--- src/rtl/ws2812_pkg.sv ---
// Shared definitions for the WS2812 multichannel fader: run-time modes,
// brightness scale width and milestone store sizing.
package ws2812_pkg;

    typedef enum logic [1:0] {
        MODE_SCROLL = 2'd0,
        MODE_FREEZE = 2'd1,
        MODE_BLANK  = 2'd2,
        MODE_RSVD   = 2'd3
    } mode_e;

    localparam int BRIGHT_W = 8;
    localparam logic [BRIGHT_W-1:0] BRIGHT_UNITY = 8'd255;

    // One milestone per INTERPOLATIONS LEDs, plus one so the last segment has an end point.
    function automatic int milestone_count(input int leds, input int interps);
        return (leds + interps - 1) / interps + 1;
    endfunction

endpackage

--- src/rtl/ws2812_color_interp.sv ---
// Combinational linear interpolation between two milestone bytes followed by
// global brightness scaling (brightness 255 is unity).
module ws2812_color_interp
    import ws2812_pkg::*;
#(
    parameter int COLOR_WIDTH    = 8,
    parameter int INTERPOLATIONS = 16
) (
    input  logic [COLOR_WIDTH-1:0]             a,
    input  logic [COLOR_WIDTH-1:0]             b,
    input  logic [$clog2(INTERPOLATIONS)-1:0]  ip,
    input  logic [BRIGHT_W-1:0]                brightness,
    output logic [COLOR_WIDTH-1:0]             color
);

    localparam int IP_W   = $clog2(INTERPOLATIONS);
    localparam int SUM_W  = COLOR_WIDTH + IP_W + 1;
    localparam int PROD_W = COLOR_WIDTH + BRIGHT_W + 1;

    logic [SUM_W-1:0]       wa, wb, sum;
    logic [COLOR_WIDTH-1:0] lerp;
    logic [PROD_W-1:0]      prod;

    always_comb begin
        wb   = SUM_W'(ip);
        wa   = SUM_W'(INTERPOLATIONS) - wb;
        sum  = SUM_W'(a) * wa + SUM_W'(b) * wb;
        lerp = COLOR_WIDTH'(sum >> IP_W);
        // brightness+1 keeps 255 an exact pass-through after the >> 8
        prod  = PROD_W'(lerp) * PROD_W'({1'b0, brightness} + 9'd1);
        color = COLOR_WIDTH'(prod >> BRIGHT_W);
    end

endmodule

--- src/rtl/ws2812_multichannel_fader.sv ---
// Scrolling gradient source for a WS2812 serialiser: one colour byte per
// accepted data_request, milestone shift store, holdoff and frame-boundary mode latch.
module ws2812_multichannel_fader
    import ws2812_pkg::*;
#(
    parameter int LEDS           = 128,
    parameter int CHANNELS       = 3,
    parameter int COLOR_WIDTH    = 8,
    parameter int RAND_BITS      = 5,
    parameter int INTERPOLATIONS = 16,
    parameter int HOLDOFF_TIME   = 700000
) (
    input  logic                          clk,
    input  logic                          rst_n,
    input  logic [CHANNELS*RAND_BITS-1:0] random,
    input  logic [1:0]                    mode,
    input  logic [BRIGHT_W-1:0]           brightness,
    input  logic                          data_request,
    output logic                          trigger,
    output logic [COLOR_WIDTH-1:0]        color_now,
    output logic                          frame_done
);

    localparam int M     = milestone_count(LEDS, INTERPOLATIONS);
    localparam int LED_W = $clog2(LEDS);
    localparam int CH_W  = (CHANNELS > 1) ? $clog2(CHANNELS) : 1;
    localparam int MS_W  = $clog2(M);
    localparam int IP_W  = $clog2(INTERPOLATIONS);
    localparam int HO_W  = (HOLDOFF_TIME > 0) ? $clog2(HOLDOFF_TIME + 1) : 1;
    localparam int PAD_W = COLOR_WIDTH - RAND_BITS;

    logic [M-1:0][CHANNELS-1:0][COLOR_WIDTH-1:0] mil;
    logic [CHANNELS-1:0][COLOR_WIDTH-1:0]        fresh;

    logic [LED_W-1:0] led;
    logic [CH_W-1:0]  ch;
    logic [MS_W-1:0]  ms, ms_b;
    logic [IP_W-1:0]  ip, start_ip;
    logic [HO_W-1:0]  holdoff;
    mode_e            mode_q;

    logic last_ch, last_led, last_ip;
    logic [COLOR_WIDTH-1:0] col_a, col_b, scaled;

    assign trigger  = (holdoff == '0);
    assign last_ch  = (ch == CH_W'(CHANNELS - 1));
    assign last_led = (led == LED_W'(LEDS - 1));
    assign last_ip  = &ip;

    // New milestone: random bits left-aligned in the colour byte.
    always_comb begin
        fresh = '0;
        for (int c = 0; c < CHANNELS; c++)
            fresh[c] = COLOR_WIDTH'(random[c*RAND_BITS +: RAND_BITS]) << PAD_W;
    end

    always_ff @(posedge clk or negedge rst_n) begin
        if (!rst_n) begin
            led        <= '0;
            ch         <= '0;
            ms         <= '0;
            ip         <= '0;
            start_ip   <= '0;
            holdoff    <= '0;
            mode_q     <= MODE_SCROLL;
            frame_done <= 1'b0;
            mil        <= '0;
        end else begin
            frame_done <= 1'b0;
            if (!trigger) begin
                holdoff <= holdoff - 1'b1;
            end else if (data_request) begin
                if (!last_ch) begin
                    ch <= ch + 1'b1;
                end else begin
                    ch <= '0;
                    if (!last_led) begin
                        led <= led + 1'b1;
                        if (!last_ip) begin
                            ip <= ip + 1'b1;
                        end else begin
                            ip <= '0;
                            ms <= ms + 1'b1;
                        end
                    end else begin
                        holdoff    <= HO_W'(HOLDOFF_TIME);
                        led        <= '0;
                        ms         <= '0;
                        frame_done <= 1'b1;
                        mode_q     <= mode_e'(mode);
                        // The action below is driven by the mode that governed the frame just sent.
                        if (mode_q == MODE_SCROLL) begin
                            if (start_ip != '0) begin
                                start_ip <= start_ip - 1'b1;
                                ip       <= start_ip - 1'b1;
                            end else begin
                                start_ip <= IP_W'(INTERPOLATIONS - 1);
                                ip       <= IP_W'(INTERPOLATIONS - 1);
                                mil      <= {mil[M-2:0], fresh};
                            end
                        end else begin
                            ip <= start_ip;
                        end
                    end
                end
            end
        end
    end

    // At ms == M-1 the upper neighbour would fall off the store; reuse a.
    assign ms_b  = (ms == MS_W'(M - 1)) ? ms : ms + 1'b1;
    assign col_a = mil[ms][ch];
    assign col_b = mil[ms_b][ch];

    ws2812_color_interp #(
        .COLOR_WIDTH    (COLOR_WIDTH),
        .INTERPOLATIONS (INTERPOLATIONS)
    ) u_interp (
        .a          (col_a),
        .b          (col_b),
        .ip         (ip),
        .brightness (brightness),
        .color      (scaled)
    );

    assign color_now = (mode_q == MODE_BLANK) ? '0 : scaled;

endmodule

--- config.mk ---
export PLATFORM = sky130hd
export DESIGN_NAME = ws2812_multichannel_fader
export DESIGN_NICKNAME = d
export VERILOG_FILES = /design/src/rtl/ws2812_pkg.sv /design/src/rtl/ws2812_color_interp.sv /design/src/rtl/ws2812_multichannel_fader.sv
export SDC_FILE = /design/constraint.sdc
export NUM_CORES = 1
export LEC_CHECK = 0
export CAP_MARGIN = 20
export CORE_MARGIN = 2
export CORE_UTILIZATION = 48
export CTS_CLUSTER_SIZE = 14
export DETAILED_ROUTE_END_ITERATION = 10
export PLACE_DENSITY = 0.71
export SKIP_LAST_GASP = 1
export SLEW_MARGIN = 20
export SYNTH_ARGS = -nofsm -noshare
export SYNTH_HDL_FRONTEND = slang
export SYNTH_HIERARCHICAL = 1
export SYNTH_SLANG_ARGS = --single-unit
--- constraint.sdc ---
create_clock -name clk -period 37.7 [get_ports clk]
set_clock_uncertainty 0.1 [all_clocks]
set_input_delay 9.425 -clock clk [delete_from_list [all_inputs] [get_ports clk]]
set_output_delay 9.425 -clock clk [all_outputs]
set_load 0.05 [all_outputs]
==> results of run 1 <==
-- through the flow --
step	cells	total power, W	instance area (µm²)	utilization (%)	hold slack [ns]
after floorplan	1416	0.000972	15100	-	0.343
after global placement	1797	0.00116	15700	51.2	0.358
after detailed placement	1797	0.00118	15700	51.2	0.358
after CTS	1829	0.00137	16300	53.2	0.374
after global routing	1830	0.00150	16300	53.3	0.417
final	1830	0.00136	16300	53.3	0.373
-- per-layer routing --
metal,GRT usage (%),wire length [µm]
met5,0,13
met3,2.65,1230
met4,6.19,750
met1,27.8,14500
met2,34.4,15900
-- worst max-delay path, stage by stage --
cell and delay (ns):
clkdlybuf4s50_1 0.67, ha_1 0.32, nand2_1 0.10, xnor2_1 0.57, nand2b_1 0.16, fa_1 0.51, inv_1 0.06, fa_1 0.46
fa_1 0.54, inv_1 0.05, fa_1 0.52, inv_1 0.04, ha_1 0.33, o31ai_1 0.08, o21ai_1 0.13, a211oi_2 0.33
a21oi_2 0.12, or4b_1 0.49, nand3_1 0.08, and2_1 0.11, clkdlybuf4s50_1 0.79
-- worst max path at each step --
stage | end | startpoint | slack (ns) | cells past startpoint
floorplan | color_now[5] | brightness[0] | 13.95 | 18
global placement | color_now[5] | brightness[0] | 12.50 | 21
detailed placement | color_now[5] | brightness[0] | 12.27 | 21
CTS | color_now[5] | brightness[0] | 12.28 | 21
global route | color_now[5] | brightness[0] | 11.84 | 21
finish | color_now[5] | brightness[0] | 12.27 | 21
-- final cells by class --
type / instances / area [µm²] / area share (%)
multi-input combinational: 1054 / 9810 / 60.0
sequential: 179 / 4480 / 27.4
tap: 396 / 495 / 3.03
timing repair buffer: 49 / 482 / 2.95
inverter: 120 / 450 / 2.76
clock buffer: 17 / 425 / 2.60
clock inverter: 15 / 195 / 1.19
-- cell usage in the layout, fill, tap and decap left out, types with 19 or more instances in the layout --
cell             count
ha_1                73
mux2_2              89
o21ai_0             34
clkdlybuf4s50_1     36
nand2_1            116
nor2_1              73
fa_1                85
xor2_1              19
conb_1              27
dfrtp_1            177
mux2i_1             82
mux2_1              50
inv_1              119
xnor2_1             28
nor3_1              22
a21oi_1             30
mux4_2              39
and2_1              61
-- state kept, by name, indices dropped and copies added, names as in the netlist --
register / cells
mil: 135
holdoff: 20
led: 7
ip: 4
ms: 4
start_ip: 4
ch: 2
mode_q: 2
frame_done: 1
-- cell families after synthesis --
kind of cell,count (synthesis),synth area share [%]
buffers and inverters,183,5.22
XOR/XNOR,52,3.36
flip-flops,179,29.9
multiplexers,260,21.8
AND/OR/NAND/NOR,366,12.7
adder cells (fa/ha/maj),158,17.5
other,1,0.0251
AO/OA/AOI/OAI,191,9.48
-- where the power goes --
group	internal, W	switching [W]
clock	0.0000915	0.0000949
sequential	0.000195	0.00000999
combinational	0.000384	0.000583
total	0.000670	0.000688
==> flow_summary.ini, run 1 <==
[setup_path]
r2r_setup_slack_ns = 33.80
crit_fanout = 10
path_class = primary input to primary output
worstReg2RegEnd = mil[124]
worstPathRequired_ns = 28.18
critPathArrivalTime_ns = 15.91
rr_worst_depth = 6
timing.rr.start = ch[1]
end_kind = primary output
start_kind = primary input

[yosys]
yosysTopAreaCellShare_pct = 29.9
seq_area_frac_synth_pct = 29.9
synth.most_common_cell = dfrtp_1
netlist_top_cells_area = dfrtp_1, fa_1, mux2_2
yosysWarnings = 6
ys_ff_latch = 179
synthesis.area_um2 = 15000
synth_edf_count = 0
synth.cells.most_frequent = dfrtp_1, inv_1, nand2_1
yosys.area.top_type = dfrtp_1
ys.flop_type = dfrtp_1
async_flop_share_pct = 100
synth.distinct_cells = 87
syn_avg_cell_area_um2 = 10.8
synth_cells = 1390

[timing]
tightestPinTransition_ns = 1.21
worst_slack_ns = 12.27
setup_viol = 0
finalCritPeriodShare_pct = 67.5
max_slew_margin_pct = 17.2
rsz0062_at_grt = false
tns_ns = 0
fin_crit_ns = 25.43
maxSlewViolCount = 0
fmax_mhz = 39.3
hold_viol_final = 0

[placement]
place_ws_ns = 12.27
dp_hpwl_um = 22700
place_congestion = 0.868
port_buffers = 37

[grt]
gr-total-overflow = 0
grt_max_degree = 107
track_usage_pct = 20.5
grt_first_pass_wirelength_um = 55000
grt_pass1_vias = 10900
antenna_found_initial = 1

[finish]
nets = 1607
diodes = 0
area_growth_pct = 9.21
drive_gt1_share_pct = 15.1
n_fill_cell = 2665

[status]
outcome = finished clean

[routing]
vias = 10600
antenna_left = 0
viasPerCell = 5.81
drc = 0
first_pass_iters = 5
post_drt_wl_per_cell_um = 17.7
wl_um = 32400
first_iter_violations = 697

[clock_tree]
cts-resized-gates = 0
clkTransAtPathRegs_ns = 0.08
clock_path_buffers = 2
root_buffer = clkbuf_16
cts_setup_buffers = 0
cts.sinks = 179
insertion_delay_ns = 0.44
cts_tree = yes
numCtsBuffers = 17
cts_hold_buf = 0
htree_levels = 4

[power_and_ir_drop]
ir_worst_vdd_mv = 0.402
p_leak_nw = 7.80
power_density_nw_per_um2 = 83.1

[floorplanning]
ios = 38
die_h_um = 181
die-area_um2 = 32600
start_util_pct = 48.8
die_w_um = 181
core-area_um2 = 30700
rows = 64

[worst_hold_path]
holdPathStages = 1
holdCritPathClass = register to register
min_to = holdoff[18]
hold_start = holdoff[18]

[run]
max-cap-violations = 0
(Power assumes the default switching activity.)
==> run 2: changes to the inputs <==
Clock period 37.7 ns to 25.1 ns, I/O delays scaled along.
==> run 2 against run 1 <==
Compared with the run above:
- final cell count hardly changed
- combinational power is 51% higher
- critical path depth up 19
- clock power up 50%
- count of clock-buffer cells in the layout did not move
- final area is 0.18% lower
- non-clock buffer count down 1
- die area unchanged
- largest power group unchanged
- highest routed layer is now met4
==> flow_summary.ini, run 2 (synthesized netlist as in run 1, its figures left out) <==
[grt]
track_usage_pct = 21.2
grt_pass1_vias = 11100
grt_first_pass_wirelength_um = 56600
gr-total-overflow = 0
antenna_found_initial = 0
grt_max_degree = 108

[clock_tree]
cts_setup_buffers = 0
htree_levels = 4
clkTransAtPathRegs_ns = 0.08
cts-resized-gates = 0
clock_path_buffers = 2
insertion_delay_ns = 0.44
cts_tree = yes
root_buffer = clkbuf_16
cts_hold_buf = 0
cts.sinks = 179
numCtsBuffers = 17

[floorplanning]
ios = 38
die_h_um = 181
die_w_um = 181
rows = 64
start_util_pct = 48.8
core-area_um2 = 30700
die-area_um2 = 32600

[timing]
tns_ns = 0
hold_viol_final = 0
maxSlewViolCount = 0
max_slew_margin_pct = 27.7
fmax_mhz = 48.0
setup_viol = 0
fin_crit_ns = 20.85
finalHoldWorstSlack_ns = 0.382
finalCritPeriodShare_pct = 83.1
tightestPinTransition_ns = 1.07
rsz0062_at_grt = false

[routing]
wl_um = 33100
viasPerCell = 5.82
post_drt_wl_per_cell_um = 18.1
drc = 0
vias = 10600
antenna_left = 0
first_pass_iters = 5
first_iter_violations = 763

[setup_path]
crit_fanout = 64
critPathMaxStageDelay_ns = 1.09
end_kind = primary output
critPathArrivalTime_ns = 14.48
worstPathRequired_ns = 18.72
path_class = register to primary output
cp_slowest_cell = dfrtp_4
start_kind = register
crit_top_cell = fa_1

[placement]
dp_hpwl_um = 23900
port_buffers = 37
place_congestion = 0.894
dpl.cell_count = 1797
placed_area_um2 = 15700

[finish]
final_cell_mix = dfrtp_1, inv_1, nand2_1
drive_gt1_share_pct = 15.0
final_area_um2 = 16300
largest_reg_flops = 135
top_regs = mil: 135 flops, holdoff: 20 flops, led: 7 flops
final_common_cell = dfrtp_1
diodes = 0
n_fill_cell = 2683
nets = 1606
area_growth_pct = 9.01
stdcell_count = 1829
regMostFlops = mil

[status]
outcome = finished clean

[power_and_ir_drop]
power_density_nw_per_um2 = 125
p_comb_share_pct = 71.3
ir_worst_vdd_mv = 0.578
p_sw_w = 0.00103
swShare_pct = 50.4
p_int_w = 0.00101
seqPwrFrac_pct = 15.0
clkPwrFrac_pct = 13.6
p_leak_nw = 7.79

[run]
max-cap-violations = 0

[worst_hold_path]
holdCritPathClass = register to register
==> run 2: stage by stage <==
stage	util [%]	power, W	setup slack [ns]
CTS	53.2	0.00206	4.29
global placement	51.2	0.00173	4.93
floorplan	-	0.00146	7.00
detailed placement	51.2	0.00178	4.73
finish	53.2	0.00204	4.25
global route	53.2	0.00226	3.53
==> run 2: worst max-delay path: cells and delay by family (launching register included) <==
kind	cells	cell delay [ns]
buf+inv	9	1.60
compound gates	9	2.91
flops	1	1.09
xor+xnor	1	0.63
simple gates	9	1.64
fa+ha+maj	12	6.11
==> run 2: metal layers <==
metal	global-route usage (%)	wire length (µm)	part of all wire, %	vias up
li1	-	-	-	4936
met1	28.1	14300	43	5354
met2	36.0	16600	50	295
met3	3.48	1530	4.6	56
met4	5.87	642	1.9	0
met5	0	0	0	-
==> run 2: cell type report <==
cell class / instances / area, µm² / area share [%]
inverter: 120 / 450 / 2.76
clock inverter: 15 / 193 / 1.18
sequential: 179 / 4480 / 27.5
timing repair buffer: 48 / 454 / 2.79
tap: 396 / 495 / 3.04
multi-input combinational: 1054 / 9810 / 60.1
clock buffer: 17 / 425 / 2.61
==> run 2: final timing paths <==
check	from	end	slack, ns	cells after the start
worst max-delay path	ms[1]	color_now[5]	4.25	40
worst min-delay path	holdoff[18]	holdoff[18]	0.38	1
worst max register to register	ch[0]	mil[203]	21.50	8
worst min register to register	holdoff[18]	holdoff[18]	0.38	1
max in group asynchronous	rst_n	ms[1]	17.34	2
min in group asynchronous	rst_n	mil[52]	5.85	1
==> run 2: power by group through the flow <==
| stage | combinational [W] | sequential (W) | clock (W) |
|---|---|---|---|
| after CTS | 0.00147 | 0.000308 | 0.000283 |
| final | 0.00146 | 0.000308 | 0.000279 |
| after detailed placement | 0.00147 | 0.000313 | 0 |
| after floorplan | 0.00116 | 0.000304 | 0 |
| after global routing | 0.00166 | 0.000309 | 0.000295 |
| after global placement | 0.00141 | 0.000313 | 0 |
